<file path="config.mk">
export PLATFORM = sky130hd
export DESIGN_NAME = playfield_renderer
export DESIGN_NICKNAME = d
export VERILOG_FILES = /design/src/rtl/playfield_renderer.sv
export SDC_FILE = /design/constraint.sdc
export NUM_CORES = 1
export LEC_CHECK = 0
export ABC_AREA = 1
export BUFFER_PORTS_ARGS = -buffer_cell sky130_fd_sc_hd__buf_2
export CAP_MARGIN = 20
export CORE_MARGIN = 2
export CORE_UTILIZATION = 59
export DETAILED_ROUTE_END_ITERATION = 8
export GPL_ROUTABILITY_DRIVEN = 0
export MAX_ROUTING_LAYER = met4
export PLACE_DENSITY = 0.81
export SYNTH_ARGS = -nofsm -noshare
export SYNTH_HDL_FRONTEND = slang
export SYNTH_SLANG_ARGS = --single-unit
</file>
<file path="constraint.sdc">
create_clock -name clk -period 7 [get_ports clk]
set_input_delay 0.35 -clock clk [delete_from_list [all_inputs] [get_ports clk]]
set_output_delay 0.35 -clock clk [all_outputs]
set_load 0.01 [all_outputs]
</file>
<file path="src/rtl/playfield_renderer.sv">
// Per-pixel playfield renderer: walls, board cells, grid lines and line-clear flash.
// Two-stage pipeline from xaddr/yaddr to pix_color, plus the flash sequencing FSM.
module playfield_renderer #(
   parameter int unsigned X_START       = 470,
   parameter int unsigned Y_START       = 100,
   parameter int unsigned BLOCK         = 30,
   parameter int unsigned COLS          = 10,
   parameter int unsigned ROWS          = 20,
   parameter int unsigned WALL          = 1,
   parameter bit          GRID_EN       = 1'b1,
   parameter int unsigned FLASH_PERIOD  = 8,
   parameter int unsigned FLASH_TOGGLES = 6,
   parameter logic [11:0] WALL_COLOR    = 12'h333,
   parameter logic [11:0] BG_COLOR      = 12'h000,
   parameter logic [11:0] CELL_COLOR    = 12'hF80,
   parameter logic [11:0] GRID_COLOR    = 12'h111,
   parameter logic [11:0] FLASH_COLOR   = 12'hFFF,
   localparam int unsigned ROW_W        = (ROWS > 1) ? $clog2(ROWS) : 1
) (
   input  logic             clk,
   input  logic             rst,
   input  logic [10:0]      xaddr,
   input  logic [9:0]       yaddr,
   input  logic             frame_start,
   output logic [ROW_W-1:0] row_addr,
   input  logic [COLS-1:0]  row_data,
   input  logic             flash_req,
   input  logic [ROWS-1:0]  flash_mask,
   output logic             flash_busy,
   output logic             flash_done,
   output logic             on_board,
   output logic             is_wall,
   output logic [11:0]      pix_color
);

   localparam int unsigned COL_W = (COLS > 1) ? $clog2(COLS) : 1;
   localparam int unsigned FC_W  = $clog2(FLASH_PERIOD + 1);
   localparam int unsigned TC_W  = $clog2(FLASH_TOGGLES + 1);

   // One extra bit of headroom so the upper box bounds never overflow.
   localparam logic [11:0] X_LO    = 12'(X_START);
   localparam logic [11:0] X_HI    = 12'(X_START + (COLS + 2 * WALL) * BLOCK);
   localparam logic [11:0] BLK_X   = 12'(BLOCK);
   localparam logic [11:0] IX_LO   = 12'(WALL);
   localparam logic [11:0] IX_HI   = 12'(WALL + COLS);
   localparam logic [10:0] Y_LO    = 11'(Y_START);
   localparam logic [10:0] Y_HI    = 11'(Y_START + (ROWS + 2 * WALL) * BLOCK);
   localparam logic [10:0] BLK_Y   = 11'(BLOCK);
   localparam logic [10:0] IY_LO   = 11'(WALL);
   localparam logic [10:0] IY_HI   = 11'(WALL + ROWS);
   localparam logic [FC_W-1:0] FC_LAST = FC_W'(FLASH_PERIOD - 1);
   localparam logic [TC_W-1:0] TC_LAST = TC_W'(FLASH_TOGGLES - 1);

   typedef enum logic [1:0] {StIdle, StFlash, StDone} flash_state_e;

   // ---------------- Stage 1: region classification ----------------
   logic [11:0]      x_ext, dx, bx, ox;
   logic [10:0]      y_ext, dy, by, oy;
   logic             in_box, in_int, on_grid;
   logic [COL_W-1:0] col_c;
   logic [ROW_W-1:0] row_c;

   always_comb begin
      x_ext   = {1'b0, xaddr};
      y_ext   = {1'b0, yaddr};
      dx      = x_ext - X_LO;
      dy      = y_ext - Y_LO;
      bx      = dx / BLK_X;
      by      = dy / BLK_Y;
      ox      = dx % BLK_X;
      oy      = dy % BLK_Y;
      // Lower-bound tests come first, so coordinates left of / above the box never wrap in.
      in_box  = (x_ext >= X_LO) && (x_ext < X_HI) && (y_ext >= Y_LO) && (y_ext < Y_HI);
      in_int  = in_box && (bx >= IX_LO) && (bx < IX_HI) && (by >= IY_LO) && (by < IY_HI);
      on_grid = (ox == '0) || (oy == '0);
      col_c   = COL_W'(bx - IX_LO);
      row_c   = ROW_W'(by - IY_LO);
   end

   logic [ROW_W-1:0] row_q;

   // Board RAM address is presented in stage 1 so its data lines up with stage 2.
   assign row_addr = rst ? '0 : (in_int ? row_c : row_q);

   logic             s1_box_q, s1_int_q, s1_grid_q;
   logic [COL_W-1:0] s1_col_q;
   logic [ROW_W-1:0] s1_row_q;

   always_ff @(posedge clk) begin
      if (rst) begin
         row_q     <= '0;
         s1_box_q  <= 1'b0;
         s1_int_q  <= 1'b0;
         s1_grid_q <= 1'b0;
         s1_col_q  <= '0;
         s1_row_q  <= '0;
      end else begin
         row_q     <= row_addr;
         s1_box_q  <= in_box;
         s1_int_q  <= in_int;
         s1_grid_q <= on_grid;
         s1_col_q  <= col_c;
         s1_row_q  <= row_c;
      end
   end

   // ---------------- Flash FSM ----------------
   flash_state_e    state_q, state_d;
   logic            phase_q, phase_d;
   logic [FC_W-1:0] frame_cnt_q, frame_cnt_d;
   logic [TC_W-1:0] tog_cnt_q, tog_cnt_d;
   logic [ROWS-1:0] mask_q, mask_d;

   always_ff @(posedge clk) begin
      if (rst) begin
         state_q     <= StIdle;
         phase_q     <= 1'b0;
         frame_cnt_q <= '0;
         tog_cnt_q   <= '0;
         mask_q      <= '0;
      end else begin
         state_q     <= state_d;
         phase_q     <= phase_d;
         frame_cnt_q <= frame_cnt_d;
         tog_cnt_q   <= tog_cnt_d;
         mask_q      <= mask_d;
      end
   end

   always_comb begin
      state_d     = state_q;
      phase_d     = phase_q;
      frame_cnt_d = frame_cnt_q;
      tog_cnt_d   = tog_cnt_q;
      mask_d      = mask_q;
      unique case (state_q)
         StIdle: begin
            // A frame_start coinciding with the request is deliberately not counted.
            if (flash_req) begin
               state_d     = StFlash;
               mask_d      = flash_mask;
               phase_d     = 1'b1;
               frame_cnt_d = '0;
               tog_cnt_d   = '0;
            end
         end
         StFlash: begin
            if (frame_start) begin
               if (frame_cnt_q == FC_LAST) begin
                  frame_cnt_d = '0;
                  if (tog_cnt_q == TC_LAST) begin
                     state_d   = StDone;
                     phase_d   = 1'b0;
                     tog_cnt_d = '0;
                  end else begin
                     phase_d   = ~phase_q;
                     tog_cnt_d = tog_cnt_q + TC_W'(1);
                  end
               end else begin
                  frame_cnt_d = frame_cnt_q + FC_W'(1);
               end
            end
         end
         StDone:  state_d = StIdle;
         default: state_d = StIdle;
      endcase
   end

   assign flash_busy = (state_q == StFlash);
   assign flash_done = (state_q == StDone);

   // ---------------- Stage 2: color resolution ----------------
   logic        occupied, flash_hit;
   logic [11:0] color_d, color_q;
   logic        on_board_q, is_wall_q;

   always_comb begin
      occupied  = row_data[s1_col_q];
      flash_hit = s1_int_q && mask_q[s1_row_q] && phase_q;
      color_d   = BG_COLOR;
      if (s1_box_q && !s1_int_q) begin
         color_d = WALL_COLOR;
      end else if (flash_hit) begin
         color_d = FLASH_COLOR;
      end else if (s1_int_q && occupied) begin
         color_d = CELL_COLOR;
      end else if (s1_int_q && GRID_EN && s1_grid_q) begin
         color_d = GRID_COLOR;
      end
   end

   always_ff @(posedge clk) begin
      if (rst) begin
         color_q    <= '0;
         on_board_q <= 1'b0;
         is_wall_q  <= 1'b0;
      end else begin
         color_q    <= color_d;
         on_board_q <= s1_box_q;
         is_wall_q  <= s1_box_q && !s1_int_q;
      end
   end

   assign pix_color = color_q;
   assign on_board  = on_board_q;
   assign is_wall   = is_wall_q;

endmodule

</file>
==> results.yml <==
status:
  status: "finished with violations"
  failed_checks: "setup timing"
grt:
  overflow: 0
  grt_pass1_vias: 4879
  grt_pass1_wl_mm: 20.8
  grtUsageTotal_pct: 25.8
  grt_start_max_net_pins: 31
  antenna_found_initial: 1
synth:
  synth_top_cells_by_count: "nand2_1, nor2_1, inv_1"
  yosysSeqAreaShare_pct: 21.3
  synth_area_leaders: "dfxtp_1, nand2_1, nor2_1"
  netlist_area_sq_um: 5160
  avgSynthCellArea_sq_um: 5.91
  synthDominantCellAreaShare_pct: 21.3
  yosys_most_used_dff: "dfxtp_1"
  syn_nets: 943
  yosys_warnings: 0
  yosys_register_bits: 55
  synth.most_common_cell: "nand2_1"
  ys_types: 46
  synth_edf_count: 0
  synth_top_area_cell: "dfxtp_1"
  async_flop_share_pct: 0
  postSynthCellCount: 873
timing:
  tightestPinTransition_ns: 1.04
  setup_violations: 5
  rsz0062_at_grt: "yes"
  period_needed_ns: 7.32
  post-route-period-util_pct: 105
  fmax_mhz: 137
  hold_viol: 0
  slew_violations: 0
  maxSlewHeadroom_pct: 30.7
  postLayoutSetupSlackWorst_ns: -0.322
  fin_worst_skew_ns: 0.0106
routing:
  vias_per_cell: 5.77
  routedWlPerCell_microns: 15.5
  dr.pass1.iters: 6
  via_count: 6423
  wirelength_mm: 17.3
  first_iter_violations: 491
  drc: 0
  postRouteAntennaNets: 0
worst_setup_path:
  start_kind: "primary input"
  crit_start: "xaddr[1]"
  reg2reg_from: "frame_cnt_q[0]"
  slowest_stage: "ha_4"
  arrival_ns: 6.97
  critPathKind: "in2out"
  critical-path-max-stage-delay_ns: 0.30
  crit_path_frequent_cell: "nand2_4"
  rrSetupSlack_ns: 3.30
  crit_required_ns: 6.65
  cp_max_fo: 8
  crit_path_end_kind: "output port"
finish:
  drive_gt1_share_pct: 35.2
  syn2layout_area_growth_pct: 33.4
  design_area_sq_um: 6880
  final_cells: 1114
  nets: 1074
  fin_util_pct: 80.1
  fill_cells: 566
clock_tree:
  insertion_delay_ns: 0.32
  clock-sinks: 55
  cts_buffers: 5
  cts_buffer_depth: 2
  clk_pin_slew_ns: 0.11
  tritoncts: "yes"
  htree_levels: 2
  root_buffer: "clkbuf_8"
place:
  place_ws_ns: -0.180
  placed_cells: 1058
  placed_cell_area_sq_um: 5710
  port_buffers: 75
  dpl.hpwl_mm: 9.82
hold_path:
  hold_path_startpoint: "flash_req"
  hold_class: "in2reg"
job:
  cap_violations: 0
power_and_ir_drop:
  peakVddDrop_mv: 0.247
  powerDensity_nw_per_um2: 375
  p_leak_uw: 0.00342
floorplanning:
  ios: 76
  die_h_microns: 97.5
  die_w_microns: 97.5
  core-area_sq_um: 8590
  dieArea_sq_um: 9510
  num_rows: 34
  start_util_pct: 60.0
==> cell type report <==
type	instances	area (sq um)	share of cell area, %
multi-input combinational	680	4160	60.5
sequential	55	1100	16.0
timing repair buffer	140	911	13.2
inverter	122	465	6.77
tap	108	135	1.96
clock buffer	5	68.8	1.00
clock inverter	3	33.8	0.491
antenna	1	2.50	0.0364
==> power by group <==
| group | total [uW] | switching [uW] | internal [uW] |
|---|---|---|---|
| clock network | 191 | 115 | 75.5 |
| registers | 470 | 63.2 | 406 |
| logic | 1920 | 1220 | 705 |
==> per-layer routing <==
metal	vias up	track usage (%)	wire length [microns]
li1	3049	-	-
met1	2866	32.9	6780
met2	389	44.8	8200
met3	119	2.30	1280
met4	0	5.24	1010
met5	-	-	0
==> layout by cell type, fill, tap and decap left out, drive strengths merged, types with 18 or more instances in the layout <==
cell	netlist	final
nand3	70	70
nand4	18	18
buf	10	140
dfxtp	55	55
nor2	174	175
xor2	22	22
o21ai	69	69
a21oi	29	29
inv	121	122
nand2	235	236
==> critical path, delay by kind of cell <==
family / cells / cell delay [ns]
fa+ha+maj: 2 / 0.52
buf+inv: 9 / 0.99
xor+xnor: 1 / 0.18
simple gates: 36 / 4.16
compound gates: 4 / 0.78
==> state kept, by name, indices dropped and copies added (netlist names) <==
register	cells
mask_q	20
is_wall	1
s1_box_q	1
phase_q	1
s1_col_q	4
pix_color	6
s1_grid_q	1
on_board	1
frame_cnt_q	4
state_q	2
row_q	5
s1_row_q	5
tog_cnt_q	3
s1_int_q	1
==> cell families after synthesis <==
family                     share of synthesized area, %
and+or+nand+nor                                    46.0
adders and majority gates                          3.64
DFF                                                21.3
buffers and inverters                              11.0
AOI/OAI and AO/OA                                  13.6
xor gates and xnor gates                           4.42
==> metrics by stage <==
step	setup TNS, ns	power (uW)	hold WS (ns)
2_1_floorplan	0	1590	0.411
3_3_place_gp	-0.116	1880	0.420
3_5_place_dp	-0.734	1900	0.424
4_1_cts	-0.0143	2130	0.239
5_1_grt	-2.68	2760	0.249
6_report	-1.42	2580	0.249
==> worst paths after layout <==
check,endpoint,cells past startpoint
setup reg to reg,tog_cnt_q[2],12
setup / recovery,row_addr[0],52
hold / removal,state_q[1],2
hold reg to reg,on_board,2
==> what timing repair did <==
item / 4_1_cts / 5_1_grt
buffers inserted: 3 / 42
resized for setup: 10 / 174
hold buffers: 0 / 0
setup endpoints to repair: 5 / 5
gates cloned: 1 / 1
pin swaps: 7 / 98
(Power assumes the default switching activity.)
